<file path="config.mk">
export PLATFORM = sky130hd
export DESIGN_NAME = alu_seq_driver_flat
export DESIGN_NICKNAME = d
export VERILOG_FILES = /design/src/rtl/alu_seq_driver_if.sv /design/src/rtl/alu_seq_driver.sv /design/src/flat_wrapper.sv
export SDC_FILE = /design/constraint.sdc
export NUM_CORES = 1
export LEC_CHECK = 0
export ABC_AREA = 1
export BUFFER_PORTS_ARGS = -buffer_cell sky130_fd_sc_hd__buf_2
export CAP_MARGIN = 15
export CORE_ASPECT_RATIO = 1.25
export CORE_MARGIN = 3
export CORE_UTILIZATION = 35
export CTS_BUF_LIST = sky130_fd_sc_hd__clkbuf_16
export CTS_CLUSTER_SIZE = 20
export DETAILED_ROUTE_END_ITERATION = 6
export PLACE_DENSITY = 0.65
export SYNTH_ARGS = -nofsm -noshare
export SYNTH_HDL_FRONTEND = slang
export SYNTH_SLANG_ARGS = --single-unit
</file>
<file path="constraint.sdc">
create_clock -name clk -period 2.9 [get_ports clk]
set_clock_uncertainty 0.15 [all_clocks]
set_input_delay 0 -clock clk [delete_from_list [all_inputs] [get_ports clk]]
set_output_delay 0 -clock clk [all_outputs]
set_load 0.1 [all_outputs]
</file>
<file path="src/rtl/alu_seq_driver_if.sv">
// alu_seq_driver_if: request/response handshake plus ALU operand/result bus.
// The slave side is the sequencer; the master side is its environment (requester, consumer and ALU).
interface alu_seq_driver_if;
    logic        req_valid;
    logic        req_ready;
    logic [3:0]  req_op;
    logic [31:0] req_a;
    logic [31:0] req_b;
    logic [31:0] alu_a;
    logic [31:0] alu_b;
    logic [2:0]  alu_ctrl;
    logic [31:0] alu_result;
    logic        alu_zero;
    logic        rsp_valid;
    logic        rsp_ready;
    logic [31:0] rsp_result;
    logic        rsp_zero;
    logic        rsp_err;

    modport slave (
        input  req_valid, req_op, req_a, req_b, alu_result, alu_zero, rsp_ready,
        output req_ready, alu_a, alu_b, alu_ctrl, rsp_valid, rsp_result, rsp_zero, rsp_err
    );

    modport master (
        output req_valid, req_op, req_a, req_b, alu_result, alu_zero, rsp_ready,
        input  req_ready, alu_a, alu_b, alu_ctrl, rsp_valid, rsp_result, rsp_zero, rsp_err
    );
endinterface

</file>
<file path="src/rtl/alu_seq_driver.sv">
// alu_seq_driver: sequences single ALU ops and a shift-add MULU over an external ALU,
// returning registered results on a valid/ready response channel.
module alu_seq_driver #(
    parameter bit EARLY_EXIT = 1'b1
) (
    input  logic               clk,
    input  logic               reset,
    alu_seq_driver_if.slave    bus
);
    typedef enum logic [1:0] {IDLE, EXEC, MUL, DONE} state_t;

    state_t      state_q, state_d;
    logic [31:0] acc_q, acc_d, mcand_q, mcand_d, mplier_q, mplier_d, res_q, res_d;
    logic [2:0]  ctrl_q, ctrl_d;
    logic [4:0]  cnt_q, cnt_d;
    logic        zero_q, zero_d, err_q, err_d;
    logic        busy, mul_exit;
    logic [31:0] acc_nx, mplier_sh;

    // acc/mcand double as the latched a/b of a single op, so both busy states share one ALU mux
    assign busy         = state_q == EXEC || state_q == MUL;
    assign bus.alu_a    = busy ? acc_q : 32'd0;
    assign bus.alu_b    = busy ? mcand_q : 32'd0;
    assign bus.alu_ctrl = busy ? ctrl_q : 3'b000;
    assign bus.req_ready  = state_q == IDLE;
    assign bus.rsp_valid  = state_q == DONE;
    assign bus.rsp_result = res_q;
    assign bus.rsp_zero   = zero_q;
    assign bus.rsp_err    = err_q;

    always_comb begin
        acc_nx    = mplier_q[0] ? bus.alu_result : acc_q;
        mplier_sh = mplier_q >> 1;
        mul_exit  = cnt_q == 5'd31 || (EARLY_EXIT && mplier_sh == 32'd0);
        state_d   = state_q;
        acc_d     = acc_q;
        mcand_d   = mcand_q;
        mplier_d  = mplier_q;
        ctrl_d    = ctrl_q;
        cnt_d     = cnt_q;
        res_d     = res_q;
        zero_d    = zero_q;
        err_d     = err_q;
        case (state_q)
            IDLE: if (bus.req_valid) begin
                if (!bus.req_op[3]) begin
                    acc_d   = bus.req_a;
                    mcand_d = bus.req_b;
                    ctrl_d  = bus.req_op[2:0];
                    state_d = EXEC;
                end else if (bus.req_op[2:0] == 3'b000) begin
                    acc_d    = 32'd0;
                    mcand_d  = bus.req_a;
                    mplier_d = bus.req_b;
                    cnt_d    = 5'd0;
                    ctrl_d   = 3'b010;
                    state_d  = MUL;
                end else begin
                    res_d   = 32'd0;
                    zero_d  = 1'b1;
                    err_d   = 1'b1;
                    state_d = DONE;
                end
            end
            EXEC: begin
                res_d   = bus.alu_result;
                zero_d  = bus.alu_zero;
                err_d   = 1'b0;
                state_d = DONE;
            end
            MUL: begin
                acc_d    = acc_nx;
                mcand_d  = mcand_q << 1;
                mplier_d = mplier_sh;
                cnt_d    = cnt_q + 5'd1;
                if (mul_exit) begin
                    res_d   = acc_nx;
                    zero_d  = acc_nx == 32'd0;
                    err_d   = 1'b0;
                    state_d = DONE;
                end
            end
            DONE: state_d = bus.rsp_ready ? IDLE : DONE;
            default: state_d = IDLE;
        endcase
    end

    always_ff @(posedge clk or negedge reset) begin
        if (!reset) begin
            state_q  <= IDLE;
            acc_q    <= 32'd0;
            mcand_q  <= 32'd0;
            mplier_q <= 32'd0;
            ctrl_q   <= 3'b000;
            cnt_q    <= 5'd0;
            res_q    <= 32'd0;
            zero_q   <= 1'b0;
            err_q    <= 1'b0;
        end else begin
            state_q  <= state_d;
            acc_q    <= acc_d;
            mcand_q  <= mcand_d;
            mplier_q <= mplier_d;
            ctrl_q   <= ctrl_d;
            cnt_q    <= cnt_d;
            res_q    <= res_d;
            zero_q   <= zero_d;
            err_q    <= err_d;
        end
    end
endmodule
</file>
<file path="src/flat_wrapper.sv">
// flat-port wrapper written by rule: the top's interface ports become plain ports
module alu_seq_driver_flat 
#(
    parameter bit EARLY_EXIT = 1'b1
)
  (clk, reset, bus_req_valid, bus_req_op, bus_req_a, bus_req_b, bus_alu_result, bus_alu_zero, bus_rsp_ready, bus_req_ready, bus_alu_a, bus_alu_b, bus_alu_ctrl, bus_rsp_valid, bus_rsp_result, bus_rsp_zero, bus_rsp_err);
  alu_seq_driver_if bus_i ();
  input  logic clk;
  input  logic reset;
  input wire logic [$bits(bus_i.req_valid)-1:0] bus_req_valid;
  input wire logic [$bits(bus_i.req_op)-1:0] bus_req_op;
  input wire logic [$bits(bus_i.req_a)-1:0] bus_req_a;
  input wire logic [$bits(bus_i.req_b)-1:0] bus_req_b;
  input wire logic [$bits(bus_i.alu_result)-1:0] bus_alu_result;
  input wire logic [$bits(bus_i.alu_zero)-1:0] bus_alu_zero;
  input wire logic [$bits(bus_i.rsp_ready)-1:0] bus_rsp_ready;
  output wire logic [$bits(bus_i.req_ready)-1:0] bus_req_ready;
  output wire logic [$bits(bus_i.alu_a)-1:0] bus_alu_a;
  output wire logic [$bits(bus_i.alu_b)-1:0] bus_alu_b;
  output wire logic [$bits(bus_i.alu_ctrl)-1:0] bus_alu_ctrl;
  output wire logic [$bits(bus_i.rsp_valid)-1:0] bus_rsp_valid;
  output wire logic [$bits(bus_i.rsp_result)-1:0] bus_rsp_result;
  output wire logic [$bits(bus_i.rsp_zero)-1:0] bus_rsp_zero;
  output wire logic [$bits(bus_i.rsp_err)-1:0] bus_rsp_err;
  assign bus_i.req_valid = bus_req_valid;
  assign bus_i.req_op = bus_req_op;
  assign bus_i.req_a = bus_req_a;
  assign bus_i.req_b = bus_req_b;
  assign bus_i.alu_result = bus_alu_result;
  assign bus_i.alu_zero = bus_alu_zero;
  assign bus_i.rsp_ready = bus_rsp_ready;
  assign bus_req_ready = bus_i.req_ready;
  assign bus_alu_a = bus_i.alu_a;
  assign bus_alu_b = bus_i.alu_b;
  assign bus_alu_ctrl = bus_i.alu_ctrl;
  assign bus_rsp_valid = bus_i.rsp_valid;
  assign bus_rsp_result = bus_i.rsp_result;
  assign bus_rsp_zero = bus_i.rsp_zero;
  assign bus_rsp_err = bus_i.rsp_err;
  alu_seq_driver #(.EARLY_EXIT(EARLY_EXIT)) u_core (.clk(clk), .reset(reset), .bus(bus_i));
endmodule
</file>
==> results.yml <==
run_status:
  status: "completed"
sta:
  fin_crit_sh_pct: 92.9
  worst_slew_pin_slew_ns: 0.787
  relSlewSlack_pct: 47.5
  finalSetupTns_ns: 0
  rsz0062_at_grt: "false"
  fmax_mhz: 371
  finalCriticalPeriod_ns: 2.69
  finalSetupViolCount: 0
  hold_violations: 0
  finalMaxSlewViolations: 0
clock_network:
  h-tree-depth: 4
  cts_setup_buffers: 0
  cts_buffers: 17
  insertion_delay_ns: 0.42
  cts_tree: "yes"
  numClockSinks: 140
  cts_buffer_depth: 2
  clk_pin_slew_ns: 0.06
  cts-root-buf: "clkbuf_16"
synth:
  yosysTopAreaCell: "dfrtp_1"
  ys_top_cells_by_area: "dfrtp_1 (43%), nand2_1 (19%), o21ai_0 (11%), inv_1 (7.0%), nor2_1 (4.7%)"
  seq_area_frac_synth_pct: 42.8
  avgSynthCellArea_um2: 6.73
  synth_cell_types: 31
  ys_seq_elements: 140
  synthesis.area_um2: 8190
  synth_top_area_share_pct: 42.8
  syn_nets: 1328
  ys_warn_count: 0
  postSynthCellCount: 1217
drt:
  wl_um: 26900
  first_pass_iters: 6
  antenna_left: 0
  drc: 0
  num_vias: 8730
  drtIter0Drc: 754
  routedWlPerCell_um: 15.0
  vias_per_cell: 4.86
grt:
  grtUsageTotal_pct: 21.5
  overflow: 0
  grt_pass1_wl_um: 43700
  grt_max_degree: 71
  antenna_found_initial: 0
  grt_pass1_vias: 8419
critical_path:
  crit_top_cell: "dlygate4sd3_1"
  crit_family: "buffers and inverters"
  rr_startpoint: "u_core.state_q[0]$_DFFE_PN0P_"
  arrival_ns: 2.90
  rr_worst_depth: 8
  r2r-end: "u_core.acc_q[6]$_DFFE_PN0P_"
  crit_slowest_cell: "dlygate4sd3_1"
  critPathKind: "reg2reg"
  crit_buf_inv: 5
  r2r_slack_ns: 0.21
  cp_cell_sequence: "inv_1 -> ha_2 -> inv_2 -> buf_6 -> nand3_1 -> dlygate4sd3_1 -> a31oi_1 -> dlygate4sd3_1"
  max_stage_delay_ns: 0.57
  cp-start-kind: "flip-flop"
  end_kind: "flip-flop"
  crit_fanout: 27
  cp.required_ns: 3.10
cells_and_area:
  nFillCells: 2230
  area_delta_synth_final_pct: 37.1
  nets: 1613
  insertedDiodeCount: 0
  drive_gt1_share_pct: 17.5
die:
  initial_core_util_pct: 36.1
  die_h_um: 177
  die-area_um2: 25300
  num_rows: 61
  coreArea_um2: 22700
  dieWidth_um: 143
  ios: 208
placed_design:
  hpwl_um: 18500
  place_congestion: 0.862
  port_buffers: 207
hold_path:
  min_path_type: "in2async"
flow_run:
  maxCapViolCount: 0
## cell usage after synthesis
cell type    n
or2_1        1
o211ai_1     4
nor3b_1      1
nand2_4      1
buf_1        1
nand3b_1     1
o31ai_1      1
nor3_1       1
buf_4        7
o22ai_1      1
o21ai_2      1
o21ai_1      5
a31oi_1     34
inv_1      153
nand3_1     28
a22o_1       1
nand2_1    425
dfrtp_1    140
inv_2        3
o21a_1       1
nand3_2      1
o21ai_0    184
buf_2       23
a21oi_1     34
buf_6        5
mux2i_1      5
nand2_2      2
or2_2        3
clkbuf_1    41
ha_1         6
nor2_1     103
## per-stage QoR
stage	hold WS, ns	worst slack, ns	instances	area, um^2	util (%)
floorplan	-0.446	0.221	1217	8190	-
global placement	-0.0999	0.707	1647	9430	41.6
detailed placement	-0.0999	0.609	1647	9430	41.6
CTS	0.0235	0.150	1798	11200	49.5
global route	0.0658	0.0445	1798	11200	49.6
finish	0.00191	0.206	1798	11200	49.6
## cell families after synthesis
| logic type | after synthesis | share of synthesized area [%] |
|---|---|---|
| buf+inv | 233 | 11.8 |
| simple gates | 567 | 26.9 |
| compound gates | 266 | 17.1 |
| mux | 5 | 0.611 |
| flops | 140 | 42.8 |
| fa+ha+maj | 6 | 0.916 |
## layout by cell type, fill, tap and decap left out, types with 2 or more instances in the layout
| cell | count |
|---|---|
| clkinvlp_4 | 4 |
| o211ai_1 | 4 |
| clkinv_1 | 5 |
| dlygate4sd3_1 | 119 |
| buf_12 | 6 |
| nand3_1 | 28 |
| nand2_2 | 2 |
| nor2_1 | 103 |
| ha_1 | 4 |
| or2_2 | 3 |
| buf_2 | 206 |
| buf_4 | 10 |
| bufinv_16 | 4 |
| a31oi_1 | 34 |
| inv_2 | 3 |
| clkinv_2 | 2 |
| inv_1 | 153 |
| mux2i_1 | 5 |
| nand2_4 | 2 |
| clkbuf_16 | 17 |
| o21ai_0 | 184 |
| dfrtp_1 | 140 |
| buf_6 | 2 |
| a21oi_1 | 34 |
| o21ai_1 | 5 |
| nand2_1 | 424 |
## worst max-delay path by stage
stage / from / endpoint / slack [ns] / cells after the start
finish: u_core.state_q[0]$_DFFE_PN0P_ / u_core.acc_q[6]$_DFFE_PN0P_ / 0.21 / 8
global route: u_core.state_q[0]$_DFFE_PN0P_ / u_core.acc_q[6]$_DFFE_PN0P_ / 0.04 / 8
CTS: u_core.state_q[0]$_DFFE_PN0P_ / u_core.acc_q[1]$_DFFE_PN0P_ / 0.15 / 8
detailed placement: u_core.state_q[0]$_DFFE_PN0P_ / u_core.mplier_q[23]$_DFFE_PN0P_ / 0.61 / 10
global placement: u_core.state_q[0]$_DFFE_PN0P_ / u_core.mplier_q[23]$_DFFE_PN0P_ / 0.71 / 10
floorplan: u_core.state_q[0]$_DFFE_PN0P_ / u_core.mcand_q[10]$_DFFE_PN0P_ / 0.22 / 10
## state kept, by name, indices dropped and copies added (netlist names)
signal	cells
u_core.bus.rsp_zero	1
u_core.cnt_q	5
u_core.mplier_q	32
u_core.bus.rsp_result	32
u_core.mcand_q	32
u_core.acc_q	32
u_core.ctrl_q	3
u_core.state_q	2
u_core.bus.rsp_err	1
## cell type report
cell class / instances / area [um^2] / share of cell area (%)
inverters: 156 / 586 / 5.21
flip-flops and latches: 140 / 3500 / 31.2
clock inverters: 15 / 179 / 1.59
well taps: 283 / 354 / 3.15
clock buffers: 17 / 425 / 3.79
repair buffers: 343 / 2440 / 21.7
multi-input cells: 844 / 3750 / 33.3
## per-layer routing
metal,global-route usage [%],wire length (um),vias up
met5,0,0,-
met4,11.6,1270,0
met3,2.65,1110,89
met2,33.1,12200,313
met1,29.5,12400,3948
li1,-,-,4380
## timing repair
action / in CTS / in global routing
gates resized for setup: 0 / 1
hold buffers: 119 / 0
setup endpoints to repair: 0 / 2
hold endpoints to repair: 212 / 0
Power is left out: the tool's default activity adds up to more than one toggle a clock period on the data nets, which glitch-free logic cannot reach.
